==> src/rtl/ro_puf_core.sv <==
// ro_puf_core -- ring-oscillator PUF response generator.
//
// Loads a serial challenge, then measures RESP_BITS oscillator pairs. For each
// pair it counts synchronised rising edges over a WIN_CYC-cycle window and
// compares the two counts. The assembled response is returned behind a
// start/busy/valid handshake.
//
// Build option: define PUF_VOTE_EN to measure every bit three times and take
// the majority; unstable_o then flags any bit whose three votes disagreed.
// Without the macro each bit is measured once and unstable_o is tied low.
//
// Ports:
//   clk_i          system clock
//   rst_n_i        asynchronous active-low reset
//   osc_in_i       raw oscillator outputs (asynchronous to clk_i)
//   chal_in_i      serial challenge bit
//   chal_load_i    shift chal_in_i into the challenge register (MSB-first, IDLE only)
//   start_i        one-cycle pulse starting response generation
//   busy_o         high while a response is being generated
//   resp_valid_o   resp_o holds a completed response
//   resp_o         response; bit i is comparison i
//   unstable_o     sticky vote-disagreement flag (vote build only)
//
// state   | meaning
// --------+-----------------------------------------------------------
// IDLE    | waiting for start; challenge register may be shifted
// CLEAR   | one cycle, both edge counters zeroed, window timer loaded
// COUNT   | WIN_CYC cycles accumulating edges of oscillators a and b
// COMPARE | one cycle, records cntA > cntB and picks the next pass/bit

module ro_puf_core #(
    parameter int NUM_RO    = 16,
    parameter int RESP_BITS = 8,
    parameter int WIN_CYC   = 1024,
    parameter int CNT_W     = 16
) (
    input  logic                 clk_i,
    input  logic                 rst_n_i,
    input  logic [NUM_RO-1:0]    osc_in_i,
    input  logic                 chal_in_i,
    input  logic                 chal_load_i,
    input  logic                 start_i,
    output logic                 busy_o,
    output logic                 resp_valid_o,
    output logic [RESP_BITS-1:0] resp_o,
    output logic                 unstable_o
);

    localparam int SEL_W  = $clog2(NUM_RO);
    localparam int CHAL_W = 2 * SEL_W;
    localparam int BIT_W  = (RESP_BITS > 1) ? $clog2(RESP_BITS) : 1;
    localparam int IDX_W  = (BIT_W > SEL_W) ? BIT_W : SEL_W;
    localparam int WIN_W  = $clog2(WIN_CYC);

    localparam logic [WIN_W-1:0] WIN_LAST = WIN_W'(WIN_CYC - 1);
    localparam logic [BIT_W-1:0] BIT_LAST = BIT_W'(RESP_BITS - 1);
    localparam logic [CNT_W-1:0] CNT_MAX  = {CNT_W{1'b1}};

    typedef enum logic [1:0] {
        ST_IDLE    = 2'd0,
        ST_CLEAR   = 2'd1,
        ST_COUNT   = 2'd2,
        ST_COMPARE = 2'd3
    } state_t;

    state_t                 state_q;
    logic [CHAL_W-1:0]      chal_q;
    logic [BIT_W-1:0]       bit_q;
    logic [WIN_W-1:0]       win_q;
    logic [CNT_W-1:0]       cnt_a_q;
    logic [CNT_W-1:0]       cnt_b_q;
    logic                   busy_q;
    logic                   valid_q;
    logic [RESP_BITS-1:0]   resp_q;

    // Oscillator synchroniser (two flops) plus one more stage for edge detect.
    logic [NUM_RO-1:0] sync1_q, sync2_q, sync3_q;
    logic [NUM_RO-1:0] osc_edge;

    always_ff @(posedge clk_i or negedge rst_n_i) begin
        if (!rst_n_i) begin
            sync1_q <= '0;
            sync2_q <= '0;
            sync3_q <= '0;
        end else begin
            sync1_q <= osc_in_i;
            sync2_q <= sync1_q;
            sync3_q <= sync2_q;
        end
    end

    assign osc_edge = sync2_q & ~sync3_q;

    // Pair selection: both challenge halves offset by the bit index, modulo
    // NUM_RO (power of two, so truncation does the wrap). A self-pair would
    // always tie, so b is bumped to the next oscillator.
    logic [IDX_W-1:0] bit_ext, sum_a, sum_b;
    logic [SEL_W-1:0] sel_a, sel_b_raw, sel_b;

    assign bit_ext   = IDX_W'(bit_q);
    assign sum_a     = IDX_W'(chal_q[SEL_W-1:0]) + bit_ext;
    assign sum_b     = IDX_W'(chal_q[CHAL_W-1:SEL_W]) + bit_ext;
    assign sel_a     = sum_a[SEL_W-1:0];
    assign sel_b_raw = sum_b[SEL_W-1:0];
    assign sel_b     = (sel_a == sel_b_raw) ? (sel_a + SEL_W'(1)) : sel_b_raw;

    logic cmp_bit;
    logic bit_done;
    logic bit_val;

    assign cmp_bit = (cnt_a_q > cnt_b_q);

`ifdef PUF_VOTE_EN
    logic [1:0] vote_q;
    logic [1:0] votes_q;
    logic       unstable_q;
    logic       disagree;

    // The third pass is the current comparison; the first two are stored.
    assign bit_done = (vote_q == 2'd2);
    assign bit_val  = (votes_q[0] & votes_q[1]) | (votes_q[0] & cmp_bit) |
                      (votes_q[1] & cmp_bit);
    assign disagree = !((votes_q[0] == votes_q[1]) && (votes_q[1] == cmp_bit));
    assign unstable_o = unstable_q;
`else
    assign bit_done   = 1'b1;
    assign bit_val    = cmp_bit;
    assign unstable_o = 1'b0;
`endif

    always_ff @(posedge clk_i or negedge rst_n_i) begin
        if (!rst_n_i) begin
            state_q <= ST_IDLE;
            chal_q  <= '0;
            bit_q   <= '0;
            win_q   <= '0;
            cnt_a_q <= '0;
            cnt_b_q <= '0;
            busy_q  <= 1'b0;
            valid_q <= 1'b0;
            resp_q  <= '0;
`ifdef PUF_VOTE_EN
            vote_q     <= 2'd0;
            votes_q    <= 2'b00;
            unstable_q <= 1'b0;
`endif
        end else begin
            unique case (state_q)
                ST_IDLE: begin
                    if (start_i) begin
                        state_q <= ST_CLEAR;
                        busy_q  <= 1'b1;
                        valid_q <= 1'b0;
                        resp_q  <= '0;
                        bit_q   <= '0;
`ifdef PUF_VOTE_EN
                        vote_q     <= 2'd0;
                        unstable_q <= 1'b0;
`endif
                    end else if (chal_load_i) begin
                        chal_q <= {chal_q[CHAL_W-2:0], chal_in_i};
                    end
                end

                ST_CLEAR: begin
                    cnt_a_q <= '0;
                    cnt_b_q <= '0;
                    win_q   <= WIN_LAST;
                    state_q <= ST_COUNT;
                end

                ST_COUNT: begin
                    if (osc_edge[sel_a] && (cnt_a_q != CNT_MAX)) begin
                        cnt_a_q <= cnt_a_q + 1'b1;
                    end
                    if (osc_edge[sel_b] && (cnt_b_q != CNT_MAX)) begin
                        cnt_b_q <= cnt_b_q + 1'b1;
                    end
                    if (win_q == '0) begin
                        state_q <= ST_COMPARE;
                    end else begin
                        win_q <= win_q - 1'b1;
                    end
                end

                ST_COMPARE: begin
                    if (!bit_done) begin
`ifdef PUF_VOTE_EN
                        votes_q[vote_q[0]] <= cmp_bit;
                        vote_q             <= vote_q + 2'd1;
`endif
                        state_q <= ST_CLEAR;
                    end else begin
                        resp_q[bit_q] <= bit_val;
`ifdef PUF_VOTE_EN
                        vote_q <= 2'd0;
                        if (disagree) begin
                            unstable_q <= 1'b1;
                        end
`endif
                        if (bit_q == BIT_LAST) begin
                            state_q <= ST_IDLE;
                            busy_q  <= 1'b0;
                            valid_q <= 1'b1;
                        end else begin
                            bit_q   <= bit_q + 1'b1;
                            state_q <= ST_CLEAR;
                        end
                    end
                end

                default: state_q <= ST_IDLE;
            endcase
        end
    end

    assign busy_o       = busy_q;
    assign resp_valid_o = valid_q;
    assign resp_o       = resp_q;

endmodule

==> config.mk <==
export PLATFORM = sky130hd
export DESIGN_NAME = ro_puf_core
export DESIGN_NICKNAME = d
export VERILOG_FILES = /design/src/rtl/ro_puf_core.sv
export SDC_FILE = /design/constraint.sdc
export NUM_CORES = 1
export LEC_CHECK = 0
export BUFFER_PORTS_ARGS = -buffer_cell sky130_fd_sc_hd__buf_2
export CAP_MARGIN = 15
export CORE_MARGIN = 2
export CORE_UTILIZATION = 38
export CTS_CLUSTER_SIZE = 12
export DETAILED_ROUTE_END_ITERATION = 6
export PLACE_DENSITY = 0.61
export SLEW_MARGIN = 15
export SYNTH_ARGS = -nofsm -noshare
export SYNTH_HDL_FRONTEND = slang
export SYNTH_SLANG_ARGS = --single-unit
==> constraint.sdc <==
create_clock -name clk_i -period 9.5 [get_ports clk_i]
set_clock_uncertainty 0.15 [all_clocks]
set_input_delay 0.95 -clock clk_i [delete_from_list [all_inputs] [get_ports clk_i]]
set_output_delay 0.95 -clock clk_i [all_outputs]
set_load 0.1 [all_outputs]
==> results of run 1 <==
-- layout make-up --
type / count / share of cell area
Multi-Input combinational cell: 413 / 0.418
Sequential cell: 113 / 0.406
Timing Repair Buffer: 35 / 0.0279
Clock inverter: 9 / 0.0225
Inverter: 38 / 0.0205
Clock buffer: 22 / 0.0667
Tap cell: 211 / 0.0379
-- sequential cells by signal, summed over array words and instances (netlist names), 3 cells and up --
| signal | flops |
|---|---|
| sync3_q | 16 |
| resp_o | 8 |
| cnt_b_q | 16 |
| bit_q | 3 |
| sync2_q | 16 |
| win_q | 10 |
| cnt_a_q | 16 |
| chal_q | 8 |
| sync1_q | 16 |
-- per-stage QoR --
stage | instance area (um2) | cells | setup slack [ps]
after global placement | 6340 | 810 | 5190
after CTS | 6960 | 841 | 5000
after global routing | 6960 | 841 | 4640
after detailed placement | 6340 | 810 | 5050
after floorplan | 5960 | 581 | 5650
final | 6960 | 841 | 4930
-- how the worst max path moves through the flow --
stage,slack (ps),start,endpoint,cells past startpoint
2_1_floorplan,5650,bit_q[0],cnt_b_q[10],12
3_3_place_gp,5190,bit_q[0],cnt_b_q[10],11
3_5_place_dp,5050,bit_q[0],cnt_b_q[11],11
4_1_cts,5000,bit_q[0],cnt_b_q[10],11
5_1_grt,4640,bit_q[0],cnt_b_q[10],11
6_report,4930,bit_q[0],cnt_b_q[10],11
-- placed cells by master, fill, tap and decap left out, types with 10 or more instances in the layout --
cell type	instances
dfrtp_1	113
nand2_1	50
nor2_1	40
inv_1	37
ha_1	32
buf_2	29
a21oi_1	27
o21ai_0	23
nor2b_1	23
nand3_1	20
clkbuf_16	17
o22ai_1	14
xnor2_1	13
o211ai_1	11
and3_1	10
mux2_2	10
-- power by group --
part	internal [W]	leakage [nW]	switching [W]
registers	0.000537	1.40	0.0000537
logic	0.000374	1.33	0.000596
clock network	0.000450	0.292	0.000210
total	0.00136	3.02	0.000859
-- cells by family after synthesis --
| logic type | Yosys count | share of synthesized area |
|---|---|---|
| simple gates | 200 | 0.173 |
| compound gates | 134 | 0.156 |
| flops | 113 | 0.474 |
| buf+inv | 55 | 0.0369 |
| fa+ha+maj | 34 | 0.0739 |
| mux | 23 | 0.0525 |
| xor+xnor | 21 | 0.0334 |
| other cells | 1 | 0.000629 |
-- layer usage --
layer / vias to the layer above / track usage / wire (um)
met2: 86 / 0.267 / 6090
li1: 2171 / - / -
met3: 21 / 0.0421 / 434
met1: 2195 / 0.202 / 5770
met5: - / 0 / 0
met4: 0 / 0.0710 / 229
==> out/qor.yml, run 1 <==
synth_cells: 581
start_util: 0.391
finalWorstPathRequiredPeriod_ps: 4570
cts_resized: 0
yosysTopAreaCellShare: 0.474
critPathMaxStageDelay_ps: 620
post_synth_instance_area_um2: 5960
synthesis.yosys.warnings: 0
clock_path_buffers: 2
crit_chain: "ha_1 -> fa_1 -> xnor2_2 -> xnor2_2 -> nand3_4 -> or4_4 -> a21boi_0 -> o32a_1 -> o2111a_1 -> o21ai_1 -> a311o_1"
synth_commonest_cells: "dfrtp_1 (113), nand2_1 (50), nor2_1 (40), inv_1 (37), ha_1 (32)"
grt_start_max_net_pins: 86
timing.critical_path.max_delay_family: "compound AO/OA/AOI/OAI gates"
power_leakage_nw: 3.02
boundaryPins: 32
min_delay_worst_endpoint: "sync2_q[3]"
critical_path.slowest_cell: "o2111a_1"
tritoncts_num_sinks: 113
synthTopCellsByArea: "dfrtp_1 (47%), ha_1 (6.7%), nand2_1 (3.1%)"
clock_tree.htree_level_count: 4
route.detailed.drc: 0
worst_skew_pair.late_latency_ps: 420
finalSetupViolCount: 0
timing_worst_setup_path_type: "flop to flop"
unrepaired_setup_endpoints_after_global_routing: "no"
postRouteWirelength_mm: 12.5
count_of_standard_cell_rows: 45
chipWidth_um: 129
yosysUniqueCellTypes: 66
detailed_place_hpwl_mm: 8.73
number_of_port_buffers: 30
ff_to_ff_end: "cnt_b_q[10]"
synth.ff_latch_count: 113
grt_usage: 0.162
synth.avg_cell_area_um2: 10.3
synth_area_leader_cell: "dfrtp_1"
setup.worst_path.start_class: "flop"
viasPerCell: 5.32
timing.setup.tns_ps: 0
placeableCoreArea_um2: 15300
drive_gt1_frac: 0.140
ff_latch_area_um2: 2830
initialDrtViolationCount: 311
path_buf_inv: 0
antenna_found_initial: 0
critPathCaptureType: "flop"
final_max_tran_viols: 0
hp-class: "flop to flop"
globalplace.congestion: 0.894
tritoncts: "done"
root_buffer: "clkbuf_16"
holdCritStartpoint: "sync1_q[3]"
max_slew_margin: 0.470
period_share: 0.481
ff2ff_path_depth: 11
arrival_ps: 4720
yosysMostFrequentCell: "dfrtp_1"
report.final.hold_viol_count: 0
fillCellCount: 1432
number_of_nets_with_antenna_violations_after_routing: 0
setup.reg_to_reg.worst_slack_ps: 4930
drt_pass1_iterations: 5
postLayoutCoreUtil: 0.456
antenna-diode-count: 0
critical_path.most_common_cell: "xnor2_2"
vert_die_dim_um: 129
clk_pin_slew_worst_paths_ps: 50
ys_seq_area_frac: 0.474
route.vias.total: 4473
synth_flop_cell: "dfrtp_1"
cts-buffers-inserted: 17
critical_path.reg2reg.startpoint: "bit_q[0]"
postSynthNetCount: 636
grt_pass1_wl_mm: 21.4
cts-hold-fix-buffers: 0
postSynth.asyncResetShare: 1.00
cap_viol_max_count: 0
p_total_w: 0.00222
grt_overflow: 0
nets: 673
number_of_global_route_vias_before_repair: 4601
drt-wirelength-per-cell_um: 14.9
ir_worst_vdd_mv: 0.149
multiInputGateArea_um2: 2910
syn2layout_area_growth_pct: 16.8
power_per_cell_area_nw_per_um2: 319
outcome: "complete, no violations"
timing.critical_path.required_ps: 9650
cts.repair_timing.setup_buffer_count: 0
synth-edff-count: 0
worst_pin_slew_ps: 795
hold_depth: 0
die_area_um2: 16700
critical_path.max_fanout: 20
maxClockFrequency_mhz: 219
worst_slack_on_hold_paths_ps: 196
Note: power is estimated with default switching activity, not from simulation.
==> run 2: changes to the inputs <==
ABC_AREA = 1   (was unset)
clock period = 4.4 ns   (was 9.5 ns; I/O delays follow)
==> out/qor.yml, run 2 <==
antenna_found_initial: 0  # unchanged
critical_path.slowest_cell: "fa_1"
critPathMaxStageDelay_ps: 570  # -50 ps
synth.area.mux_share: 0.00767  # -0.0448
grt_overflow: 0  # unchanged
crit_chain: "ha_1 -> fa_1 -> inv_1 -> nand2_1 -> nand4_1 -> nor2_4 -> nand3_1 -> nand3_1 -> nand2_1 -> nand2_1 -> nand3_1 -> nand3b_1 -> nand2_4 -> nand2_4 -> nand2_2 -> nand2_1 -> nand2_1"
critPathCaptureType: "flop"
clock_path_buffers: 2  # unchanged
synthTopCellsByArea: "dfrtp_1 (48%), nand2_1 (9.0%), nand3_1 (7.6%)"
number_of_nets_with_antenna_violations_after_routing: 0  # unchanged
postRouteWirelength_mm: 13.3  # +6.0%
unrepaired_setup_endpoints_after_global_routing: "no"
postSynth.asyncResetShare: 1.00  # unchanged
power.sequential.fraction: 0.262  # -0.004
outcome: "complete, no violations"
synth.avg_cell_area_um2: 8.46  # -18%
critical_path.most_common_cell: "nand2_1"
placed_cell_area_um2: 6210  # -1.9%
power_leakage_nw: 3.38  # +12%
power_per_cell_area_nw_per_um2: 704  # +120%
critical_path.max_fanout: 17  # -15%
commonest_non_fill_non_tap_cell_in_the_layout: "nand2_1"
synth_cells: 694  # +19%
yosys.area_share.adder: 0.0750  # +0.00115
syn2layout_area_growth_pct: 20.3
drt-wirelength-per-cell_um: 14.0  # -6.2%
antenna-diode-count: 0  # unchanged
cts-buffers-inserted: 17  # unchanged
fraction_of_the_mapped_netlist_area_in_simple_logic_gates: 0.259  # +0.0865
synth-edff-count: 0  # unchanged
synth_commonest_cells: "nand2_1 (141), dfrtp_1 (113), nand3_1 (89), inv_1 (85), nor2_1 (46)"
tritoncts_num_sinks: 113  # unchanged
tritoncts: "done"
hp-class: "primary input to asynchronous set/reset pin"
post_synth_instance_area_um2: 5870  # -1.5%
ys_seq_area_frac: 0.482  # +0.00738
detailed_place_hpwl_mm: 9.41  # +7.7%
route.detailed.drc: 0  # unchanged
cts.repair_timing.setup_buffer_count: 0  # unchanged
drt_pass1_iterations: 6  # +1
root_buffer: "clkbuf_16"
p_comb_frac: 0.420  # -0.017
grt_pass1_wl_mm: 22.6  # +5.4%
switching_share: 0.418  # +0.0310
yosysMostFrequentCell: "nand2_1"
synth_top_family_by_area: "simple AND/OR/NAND/NOR gates"
initialDrtViolationCount: 338  # +8.7%
synthesis.yosys.warnings: 0  # unchanged
yosys.area_share.xor_xnor: 0.0119  # -0.0214
clk_pin_slew_worst_paths_ps: 50  # about the same
worst_pin_slew_ps: 991  # +197 ps
grt_start_max_net_pins: 83  # -3.5%
cts-hold-fix-buffers: 16  # +16
cts_resized: 0  # unchanged
chipWidth_um: 128  # -0.75%
maxClockFrequency_mhz: 282  # +29%
timing_worst_setup_path_type: "flop to flop"
final_max_tran_viols: 0  # unchanged
ir_worst_vdd_mv: 0.332  # +120%
finalWorstPathRequiredPeriod_ps: 3540  # -1030 ps
setup.worst_path.start_class: "flop"
placeableCoreArea_um2: 15100  # -0.74%
synth_area_leader_cell: "dfrtp_1"
route.vias.total: 4954  # +11%
globalplace.congestion: 0.888  # -0.67%
number_of_global_route_vias_before_repair: 4806  # +4.5%
fillCellCount: 1396  # -2.5%
report.final.hold_viol_count: 0  # unchanged
boundaryPins: 32  # unchanged
yosysUniqueCellTypes: 44  # -33%
timing.setup.tns_ps: 0  # unchanged
drive_gt1_frac: 0.123  # -0.0165
worst_skew_pair.late_latency_ps: 420  # about the same
period_share: 0.805  # +0.324
synth_flop_cell: "dfrtp_1"
finalSetupViolCount: 0  # unchanged
die_area_um2: 16500  # -1.5%
number_of_port_buffers: 30  # unchanged
count_of_standard_cell_rows: 45  # unchanged
clock_tree.htree_level_count: 4  # unchanged
viasPerCell: 5.21  # -2.1%
synth.ff_latch_count: 113  # unchanged
nets: 806  # +20%
internal-power_w: 0.00289  # +110%
p_total_w: 0.00497  # +120%
start_util: 0.388  # -0.00313
max_slew_margin: 0.339  # -0.131
arrival_ps: 3700  # -1020 ps
synth-compound-area-share: 0.0934  # -0.0624
switching_component_of_the_power_w: 0.00208  # +140%
cap_viol_max_count: 0  # unchanged
grt_usage: 0.173  # +0.0108
worst_slack_on_hold_paths_ps: 47.6  # -149 ps
final_design_area_no_fill_um2: 7060  # +1.4%
layout_common_cells: "nand2_1 (141), dfrtp_1 (113), nand3_1 (89)"
postSynthNetCount: 749  # +18%
timing.critical_path.required_ps: 4560  # -5090 ps
vert_die_dim_um: 128  # -0.75%
power.share.clock: 0.318  # +0.021
yosysTopAreaCellShare: 0.482  # +0.00738
## run 2: changes by cell type in the layout (fill, tap and decap cells not counted), moves of 9 or more
| cell | previous run | this run |
|---|---|---|
| nand4_1 | 5 | 15 |
| inv_1 | 37 | 85 |
| and3_1 | 10 | 0 |
| nand2_1 | 50 | 141 |
| xnor2_1 | 13 | 0 |
| o22ai_1 | 14 | 4 |
| and2_1 | 9 | 0 |
| nand3_1 | 20 | 89 |
| dlygate4sd3_1 | 0 | 16 |
| o21ai_0 | 23 | 41 |
| nor3_1 | 9 | 19 |
| nor2b_1 | 23 | 0 |
## run 2: final cells by class
class,count,area (um2),share of cell area
sequential,113,2830,0.401
tap,188,235,0.0333
inverter,93,349,0.0495
clock inverter,12,231,0.0328
clock buffer,19,453,0.0642
timing repair buffer,49,335,0.0475
multi-input combinational,477,2630,0.372
## run 2: logic make-up after synthesis
family / Yosys count
xor gates and xnor gates: 8
other: 1
adders and majority gates: 34
buffers and inverters: 104
DFF: 113
AOI/OAI and AO/OA: 96
and+or+nand+nor: 334
muxes: 4
## run 2: worst paths after layout
kind / startpoint / to / slack [ps] / cells past startpoint
max reg2reg: bit_q[0] / cnt_b_q[8] / 860 / 17
max: bit_q[0] / cnt_b_q[8] / 860 / 17
min: rst_n_i / sync1_q[9] / 50 / 1
max in group asynchronous: rst_n_i / cnt_b_q[11] / 3080 / 2
min reg2reg: sync1_q[10] / sync2_q[10] / 190 / 0
min in group clk_i: chal_in_i / chal_q[0] / 110 / 2
## run 2: metrics by stage
step,utilization,std cells,worst slack (ps)
floorplan,-,694,1400
global placement,0.410,904,1130
detailed placement,0.410,904,938
CTS,0.466,951,913
global route,0.466,951,583
finish,0.466,951,857
## run 2: worst max-delay path: cells and delay by family (launching register included)
kind,cells,cell delay [ps]
AND/OR/NAND/NOR,14,1840
adder cells (fa/ha/maj),2,830
flip-flops,1,470
buffers and inverters,1,130
## run 2: power groups by stage
stage | Clock (W) | Sequential (W) | Combinational, W
floorplan | 0 | 0.00137 | 0.00153
global placement | 0 | 0.00131 | 0.00194
detailed placement | 0 | 0.00132 | 0.00203
CTS | 0.00161 | 0.00130 | 0.00205
global route | 0.00165 | 0.00132 | 0.00234
finish | 0.00158 | 0.00130 | 0.00209
## run 2: per-layer routing
layer / share of wire / vias to the layer above / routed length, um / track usage
li1: - / 2429 / - / -
met1: 0.46 / 2358 / 6140 / 0.226
met2: 0.47 / 151 / 6220 / 0.276
met3: 0.056 / 16 / 747 / 0.0501
met4: 0.012 / 0 / 160 / 0.0569
met5: 0 / - / 0 / 0
